`src/rtl/pipe_pkg.sv`:
```
// Shared types and default widths for the inter-stage pipeline register.
// The optional stall counter is enabled by defining PIPE_STAGE_PERF_EN.
package pipe_pkg;

    typedef enum logic [1:0] {
        ST_EMPTY = 2'd0,
        ST_BUSY  = 2'd1,
        ST_FULL  = 2'd2
    } pipe_state_e;

    localparam int PIPE_WIDTH  = 32;
    localparam int PIPE_CTRL_W = 6;
    localparam int STALL_CNT_W = 32;

endpackage

```
`src/rtl/pipe_slot.sv`:
```
// One storage slot of the stage register: a loadable register that
// synchronously resets to zero.
module pipe_slot #(
    parameter int W = 38
) (
    input  logic         clk,
    input  logic         reset,
    input  logic         load_i,
    input  logic [W-1:0] data_i,
    output logic [W-1:0] data_o
);

    logic [W-1:0] data_q;

    always_ff @(posedge clk) begin
        if (reset) begin
            data_q <= '0;
        end else if (load_i) begin
            data_q <= data_i;
        end
    end

    assign data_o = data_q;

endmodule

```
`src/rtl/pipe_stage_reg.sv`:
```
// Valid/ready pipeline stage register with a two-entry skid buffer and flush.
// Defining PIPE_STAGE_PERF_EN adds a saturating stall-cycle counter.
module pipe_stage_reg
    import pipe_pkg::*;
#(
    parameter int WIDTH  = PIPE_WIDTH,
    parameter int CTRL_W = PIPE_CTRL_W
) (
    input  logic                   clk,
    input  logic                   reset,
    input  logic                   in_valid,
    output logic                   in_ready,
    input  logic [WIDTH-1:0]       in_data,
    input  logic [CTRL_W-1:0]      in_ctrl,
    input  logic                   flush,
    output logic                   out_valid,
    input  logic                   out_ready,
    output logic [WIDTH-1:0]       out_data,
    output logic [CTRL_W-1:0]      out_ctrl,
    output logic [STALL_CNT_W-1:0] stall_count
);

    localparam int SLOT_W = WIDTH + CTRL_W;

    pipe_state_e       state_q;
    logic              in_ready_q;
    logic              out_valid_q;
    logic              in_fire;
    logic              out_fire;
    logic              main_load;
    logic              skid_load;
    logic [SLOT_W-1:0] in_entry;
    logic [SLOT_W-1:0] main_d;
    logic [SLOT_W-1:0] main_q;
    logic [SLOT_W-1:0] skid_q;

    assign in_fire  = in_valid & in_ready_q;
    assign out_fire = out_valid_q & out_ready;
    assign in_entry = {in_ctrl, in_data};

    // Flush suppresses loads; slot contents are don't-care once the state is EMPTY.
    always_comb begin
        main_load = 1'b0;
        skid_load = 1'b0;
        main_d    = in_entry;
        if (!flush) begin
            case (state_q)
                ST_EMPTY: main_load = in_fire;
                ST_BUSY: begin
                    main_load = in_fire & out_fire;
                    skid_load = in_fire & ~out_fire;
                end
                ST_FULL: begin
                    main_load = out_fire;
                    main_d    = skid_q;
                end
                default: ;
            endcase
        end
    end

    always_ff @(posedge clk) begin
        if (reset || flush) begin
            state_q     <= ST_EMPTY;
            in_ready_q  <= 1'b1;
            out_valid_q <= 1'b0;
        end else begin
            case (state_q)
                ST_EMPTY: begin
                    if (in_fire) begin
                        state_q     <= ST_BUSY;
                        out_valid_q <= 1'b1;
                    end
                end
                ST_BUSY: begin
                    if (in_fire && !out_fire) begin
                        state_q    <= ST_FULL;
                        in_ready_q <= 1'b0;
                    end else if (!in_fire && out_fire) begin
                        state_q     <= ST_EMPTY;
                        out_valid_q <= 1'b0;
                    end
                end
                ST_FULL: begin
                    if (out_fire) begin
                        state_q    <= ST_BUSY;
                        in_ready_q <= 1'b1;
                    end
                end
                default: begin
                    state_q     <= ST_EMPTY;
                    in_ready_q  <= 1'b1;
                    out_valid_q <= 1'b0;
                end
            endcase
        end
    end

    pipe_slot #(.W(SLOT_W)) u_main (
        .clk    (clk),
        .reset  (reset),
        .load_i (main_load),
        .data_i (main_d),
        .data_o (main_q)
    );

    pipe_slot #(.W(SLOT_W)) u_skid (
        .clk    (clk),
        .reset  (reset),
        .load_i (skid_load),
        .data_i (in_entry),
        .data_o (skid_q)
    );

    assign in_ready  = in_ready_q;
    assign out_valid = out_valid_q;
    assign out_data  = main_q[WIDTH-1:0];
    assign out_ctrl  = out_valid_q ? main_q[SLOT_W-1:WIDTH] : '0;

`ifdef PIPE_STAGE_PERF_EN
    logic [STALL_CNT_W-1:0] stall_q;

    // Counts cycles where downstream refuses a valid entry; sticks at all-ones.
    always_ff @(posedge clk) begin
        if (reset) begin
            stall_q <= '0;
        end else if (out_valid_q && !out_ready && !flush && (stall_q != '1)) begin
            stall_q <= stall_q + STALL_CNT_W'(1);
        end
    end

    assign stall_count = stall_q;
`else
    assign stall_count = '0;
`endif

endmodule

```
`config.mk`:
```
export PLATFORM = sky130hd
export DESIGN_NAME = pipe_stage_reg
export DESIGN_NICKNAME = d
export VERILOG_FILES = /design/src/rtl/pipe_pkg.sv /design/src/rtl/pipe_slot.sv /design/src/rtl/pipe_stage_reg.sv
export SDC_FILE = /design/constraint.sdc
export NUM_CORES = 1
export LEC_CHECK = 0
export BUFFER_PORTS_ARGS = -buffer_cell sky130_fd_sc_hd__buf_4
export CAP_MARGIN = 20
export CELL_PAD_IN_SITES_DETAIL_PLACEMENT = 1
export CELL_PAD_IN_SITES_GLOBAL_PLACEMENT = 1
export CORE_MARGIN = 3
export CORE_UTILIZATION = 41
export CTS_BUF_LIST = sky130_fd_sc_hd__clkbuf_2
export DETAILED_ROUTE_END_ITERATION = 10
export PLACE_DENSITY = 0.81
export SYNTH_ARGS = -nofsm -noshare
export SYNTH_HDL_FRONTEND = slang
export SYNTH_HIERARCHICAL = 1
export SYNTH_SLANG_ARGS = --single-unit
```
`constraint.sdc`:
```
create_clock -name clk -period 2.1 [get_ports clk]
set_clock_uncertainty 0.15 [all_clocks]
set_input_delay 0.105 -clock clk [delete_from_list [all_inputs] [get_ports clk]]
set_output_delay 0.105 -clock clk [all_outputs]
set_load 0.05 [all_outputs]
```
======== After elaboration in Yosys (flattened, before gate mapping) ========
Index checks and enable logic that the tools add are counted.
storage, ports and cells
  flip-flop bits (word level) ............. 80
  bits of input ports ..................... 43
  output and inout port bits .............. 72
  word-level logic and storage cells ...... 48
cells by class
  eq/ne operators ......................... 8
  muxes and demuxes ....................... 19
  bitwise logic cells ..................... 7
  reductions and logical operators ........ 9
operators with widths
  cell                                                             number
  38-bit 2-to-1 mux                                                2
  2-bit inequality test, second input constant                     5
  1-bit one-hot mux with 3 select lines                            3
  1-bit 2-to-1 mux                                                 8
  2-bit 2-to-1 mux                                                 4
  6-bit 2-to-1 mux                                                 1
  2-bit one-hot mux with 3 select lines                            1
  3-bit AND reduction                                              2
  1-bit AND                                                        4
  4-bit AND reduction                                              1
  3-bit inequality test, second input constant                     1
  1-bit inverter                                                   3
  2-bit by 1-bit == test with 1-bit output, second input constant  1
  2-bit == test, second input constant                             1
  1-bit logical AND                                                2
  1-bit zero test                                                  2
  2-bit zero test                                                  1
  1-bit logical OR                                                 1

======== Logic depth before layout (Yosys ltp) ========
  depth after elaboration ................. 6
  mapped depth ............................ 7

======== Cells and area by module ========
Netlist, hierarchy kept.
modules (own cells, without submodules)
  module          instances  cells each  area each (um^2)
  pipe_slot       2          122         1358.8
  pipe_stage_reg  1          114         1119.8

======== Worst setup path before layout ========
Ideal clock, no wire load.
  path kind ............................... reg-to-reg
  start ................................... reg out_valid_q, in the netlist out_valid
  end ..................................... reg u_main.data_q[26], in the netlist u_main/data_o[26]
  setup time .............................. 0.128 ns
  arrival ................................. 1.789 ns
  path slack .............................. 0.034 ns
  cell stages (with the launch flop) ...... 8
  period minus slack after synthesis ...... 2.066 ns
  path through ............................ dfxtp_1 clkbuf_1 and4b_1 o21ba_2 buf_6 buf_12 mux2i_1 nor2_1
on the way
  word-level cells in the longest chain between the ends .. 4
RTL lines
  item                                       RTL line              RTL
  start: declaration                         pipe_stage_reg.sv:27  logic out_valid_q;
  start signal: assignment                   pipe_stage_reg.sv:66  out_valid_q <= 1'b0;
  start signal: assignment                   pipe_stage_reg.sv:72  out_valid_q <= 1'b1;
  start signal: assignment                   pipe_stage_reg.sv:81  out_valid_q <= 1'b0;
  1-bit AND (*)                              pipe_stage_reg.sv:38  assign out_fire = out_valid_q & out_ready;
  1-bit AND                                  pipe_stage_reg.sv:50  main_load = in_fire & out_fire;
  1-bit one-hot mux with 3 select lines (*)  pipe_stage_reg.sv:47  case (state_q)
  1-bit 2-to-1 mux (*)                       pipe_stage_reg.sv:46  if (!flush) begin
  via main_load                              pipe_stage_reg.sv:30  logic main_load;
  end signal: assignment                     pipe_slot.sv:19       data_q <= data_i;
  end: declaration                           pipe_slot.sv:13       logic [W-1:0] data_q;
Mark *: on every way through the listed nets, which the timed path passes. The rest lies on a longest branch.
A chain may end at the register's enable or synchronous reset.

======== Worst setup path after layout ========
  start ................................... reg state_q[0]
  end ..................................... reg u_skid.data_q[6], in the netlist u_skid/data_o[6]
on the way
  word-level cells in the longest chain between the ends .. 3
RTL lines
  item                                      RTL line              RTL
  start: declaration                        pipe_stage_reg.sv:25  pipe_state_e state_q;
  start signal: assignment                  pipe_stage_reg.sv:64  state_q <= ST_EMPTY;
  start signal: assignment                  pipe_stage_reg.sv:71  state_q <= ST_BUSY;
  start signal: assignment                  pipe_stage_reg.sv:77  state_q <= ST_FULL;
  2-bit by 1-bit == test with 1-bit output  pipe_stage_reg.sv:47
  1-bit 2-to-1 mux                          pipe_stage_reg.sv:47
  1-bit 2-to-1 mux                          pipe_stage_reg.sv:46
  via skid_load                             pipe_stage_reg.sv:31  logic skid_load;
  end signal: assignment                    pipe_slot.sv:19
  end: declaration                          pipe_slot.sv:13
The timed path passes the listed nets, and every way through them passes these cells.

==> metrics.txt <==
share of the yosys chip area belonging to registers=0.417; vias after detailed routing=~2900; largest net degree at the start of global routing=43; average wire per standard cell=15.3 um; buffering stage count on the worst path with inverters included=1; syn avg cell area=roughly 11 sq um; internal power contribution=2.12 mW; number of hold violations in the final report=0; number of distinct library cells after synthesis=33; clock buffer count from CTS=9; die area=roughly 0.011 sq mm; Vias/cell=4.82; sort of element at the start of the critical path=flip-flop; number of buffers on the longest clock path=2; DR pass1 iterations=4; gp weighted congestion=0.776; Final Total Pwr=between 3 and 4 mW; Layout area overhead=27.6%; worst-path maximum fanout=38; most common library cell in the layout ignoring fill and taps=sky130_fd_sc_hd__buf_4; Die Width=103 um; filler cell count=between 1000 and 1500; classification of the worst setup path=reg2reg; post-synthesis instance area=about 0.0038 sq mm; gate count after technology mapping=358; Net Sw Frac=0.317; height of the die=103 um; highest attainable clock frequency=0.507 GHz; slowest cell on the critical path=sky130_fd_sc_hd__dfxtp_1; Detailed Route Iter0 Violations=71; Final HPWL DP=5690 um; Seq cells post-synth=80; wire length of the first global-routing pass=between 10000 and 15000 um; clock tree from TritonCTS=done; I/O pin total=115; part of the total power dissipated in sequential elements=0.518; critical path capture point type=flip-flop; maximum vdd drop=about 300 uV; count of pins over their slew limit=0; share of the clock period used by the worst path=0.940; Cell Rows=34; top library cells by usage in the layout, fill and taps aside=86 x sky130_fd_sc_hd__buf_4, 79 x sky130_fd_sc_hd__dfxtp_1, 78 x sky130_fd_sc_hd__nor2_1, 76 x sky130_fd_sc_hd__mux2i_1, 45 x sky130_fd_sc_hd__dlygate4sd3_1; CTS Root Cell=sky130_fd_sc_hd__clkbuf_2; Setup Viol. Count Final=0; number of clock sinks=80; run status=finished clean; effective utilization at floorplan=0.432; proportion of layout cells with a drive suffix above 1=0.309; overall fraction of global-route tracks in use=0.176; net load switching power=0.982 mW; setup total negative slack=0 ns; clock-pin slew on the worst setup and hold paths=0.22 ns; placeable core region=~0.009 sq mm; family with the most delay on the worst path=simple AND/OR/NAND/NOR gates; DRC violations left=0; cell count after placement=533; required time reported for the critical path endpoint=2.36 ns; count of input and output buffers=82; Total Nets Final=524; proportion of power drawn by the clock network=0.258; Worst EP arrival=2.23 ns; latest clock arrival within the worst-skew pair=0.50 ns; antenna violations before repair=0; aggregate global routing overflow=0; final critical path time including I/O delays and setup=between 1.5 and 2 ns; worst min-delay path class=in2reg; CP Cell Sequence=and2b_1 -> and3_1 -> and3b_2 -> buf_12 -> mux2i_1 -> nor2_1; post-detailed-routing wire length=9130 um; static leakage=2.08 nW; Max-Cap Viols=0; crit-path max cell delay=around 0.50 ns; combinational power share=0.223; number of warnings issued by yosys=6; post-CTS setup-driven buffer insertion count=0; H-tree depth reported by CTS=3; number of global-route vias before repair=2933; Non-Filler Instances=595; unrepaired setup endpoints after global routing=no; Cell Pwr Density=633 mW/mm^2; number of antenna-violating nets in the routed design=0; Layout Utilization=0.551
==> timing repair <==
item | 4_1_cts | 5_1_grt
endpoints found under the hold margin | 80 | 0
setup endpoints to repair | 0 | 13
hold buffers | 45 | 0
gates resized for setup | 0 | 1
==> sequential cells by signal, summed over array words and instances, names as in the netlist <==
signal / cells
in_ready: 1
out_valid: 1
state_q: 2
u_main/data_o: 38
u_skid/data_o: 38
==> tightest hold or removal path: stages <==
cell and delay [ns]:
sky130_fd_sc_hd__dlygate4sd3_1 0.52, sky130_fd_sc_hd__buf_4 0.10, sky130_fd_sc_hd__mux2i_1 0.06, sky130_fd_sc_hd__nor2_1 0.08
==> cells in the mapped netlist (all sizes together) <==
cell type	n	share of area
and2	6	0.0098
a31oi	1	0.0016
a211o	1	0.0023
nand3	1	0.0013
a211oi	1	0.0020
clkbuf	5	0.0049
and4b	1	0.0026
o21ai	2	0.0026
conb	1	0.00098
dfxtp	80	0.42
or2	1	0.0016
and3b	1	0.0023
a21oi	3	0.0039
and2b	1	0.0020
inv	2	0.0020
mux2	38	0.13
nor2b	2	0.0059
buf	48	0.12
nand4	1	0.0016
nor2	78	0.076
or4	1	0.0020
and3	1	0.0016
a21o	1	0.0020
nand2	3	0.0029
o21ba	1	0.0026
mux2i	76	0.20
and4bb	1	0.0033
==> power by group through the flow <==
| stage | combinational, mW | sequential (mW) | clock, mW |
|---|---|---|---|
| 2_1_floorplan | 0.395 | 1.74 | 0 |
| 3_3_place_gp | 0.610 | 1.64 | 0 |
| 3_5_place_dp | 0.623 | 1.64 | 0 |
| 4_1_cts | 0.690 | 1.61 | 0.835 |
| 5_1_grt | 0.733 | 1.62 | 0.906 |
| 6_report | 0.692 | 1.61 | 0.801 |
==> cell families (layout without fill, tap and decap cells) <==
| kind of cell | count (synthesis) | after routing | synth area share |
|---|---|---|---|
| muxes | 114 | 114 | 0.329 |
| and+or+nand+nor | 98 | 98 | 0.113 |
| DFF | 80 | 80 | 0.417 |
| buffers and inverters | 55 | 152 | 0.122 |
| AOI/OAI and AO/OA | 10 | 10 | 0.0170 |
| other | 1 | 33 | 0.000977 |
==> worst paths after layout <==
check | from | end | slack, ns | cells after the start
worst min register to register | u_skid/data_o[17] | u_skid/data_o[17] | 0.37 | 2
worst max register to register | state_q[0] | u_skid/data_o[6] | 0.13 | 6
worst min-delay path | in_data[2] | u_skid/data_o[2] | 0.22 | 4
worst max-delay path | state_q[0] | u_skid/data_o[6] | 0.13 | 6
==> per-layer routing <==
layer / up-vias / wire length, um / track usage
met4: 0 / 88 / 0.0568
met1: 1394 / 3790 / 0.205
met5: - / 0 / 0
met3: 8 / 423 / 0.0386
li1: 1382 / - / -
met2: 81 / 4820 / 0.322
==> per-stage QoR <==
stage          hold slack (ns)  cell area (sq um)  setup slack (ns)
4_1_cts                  0.180               4890             0.155
2_1_floorplan           0.0831               3950            0.0336
3_5_place_dp             0.211               4330             0.185
6_report                 0.222               4900             0.126
5_1_grt                  0.174               4900            0.0250
3_3_place_gp             0.200               4330             0.222
==> final cells by class <==
cell class / instances / area (sq um) / share of cell area
multi-input combinational: 254 / 1880 / 0.385
clock buffer: 10 / 50.0 / 0.0102
sequential: 80 / 1600 / 0.327
inverter: 2 / 7.51 / 0.00153
clock inverter: 6 / 60.1 / 0.0123
tap: 108 / 135 / 0.0276
timing repair buffer: 134 / 1160 / 0.236
antenna: 1 / 2.50 / 0.000511
Power figures use the tool's default switching activity.
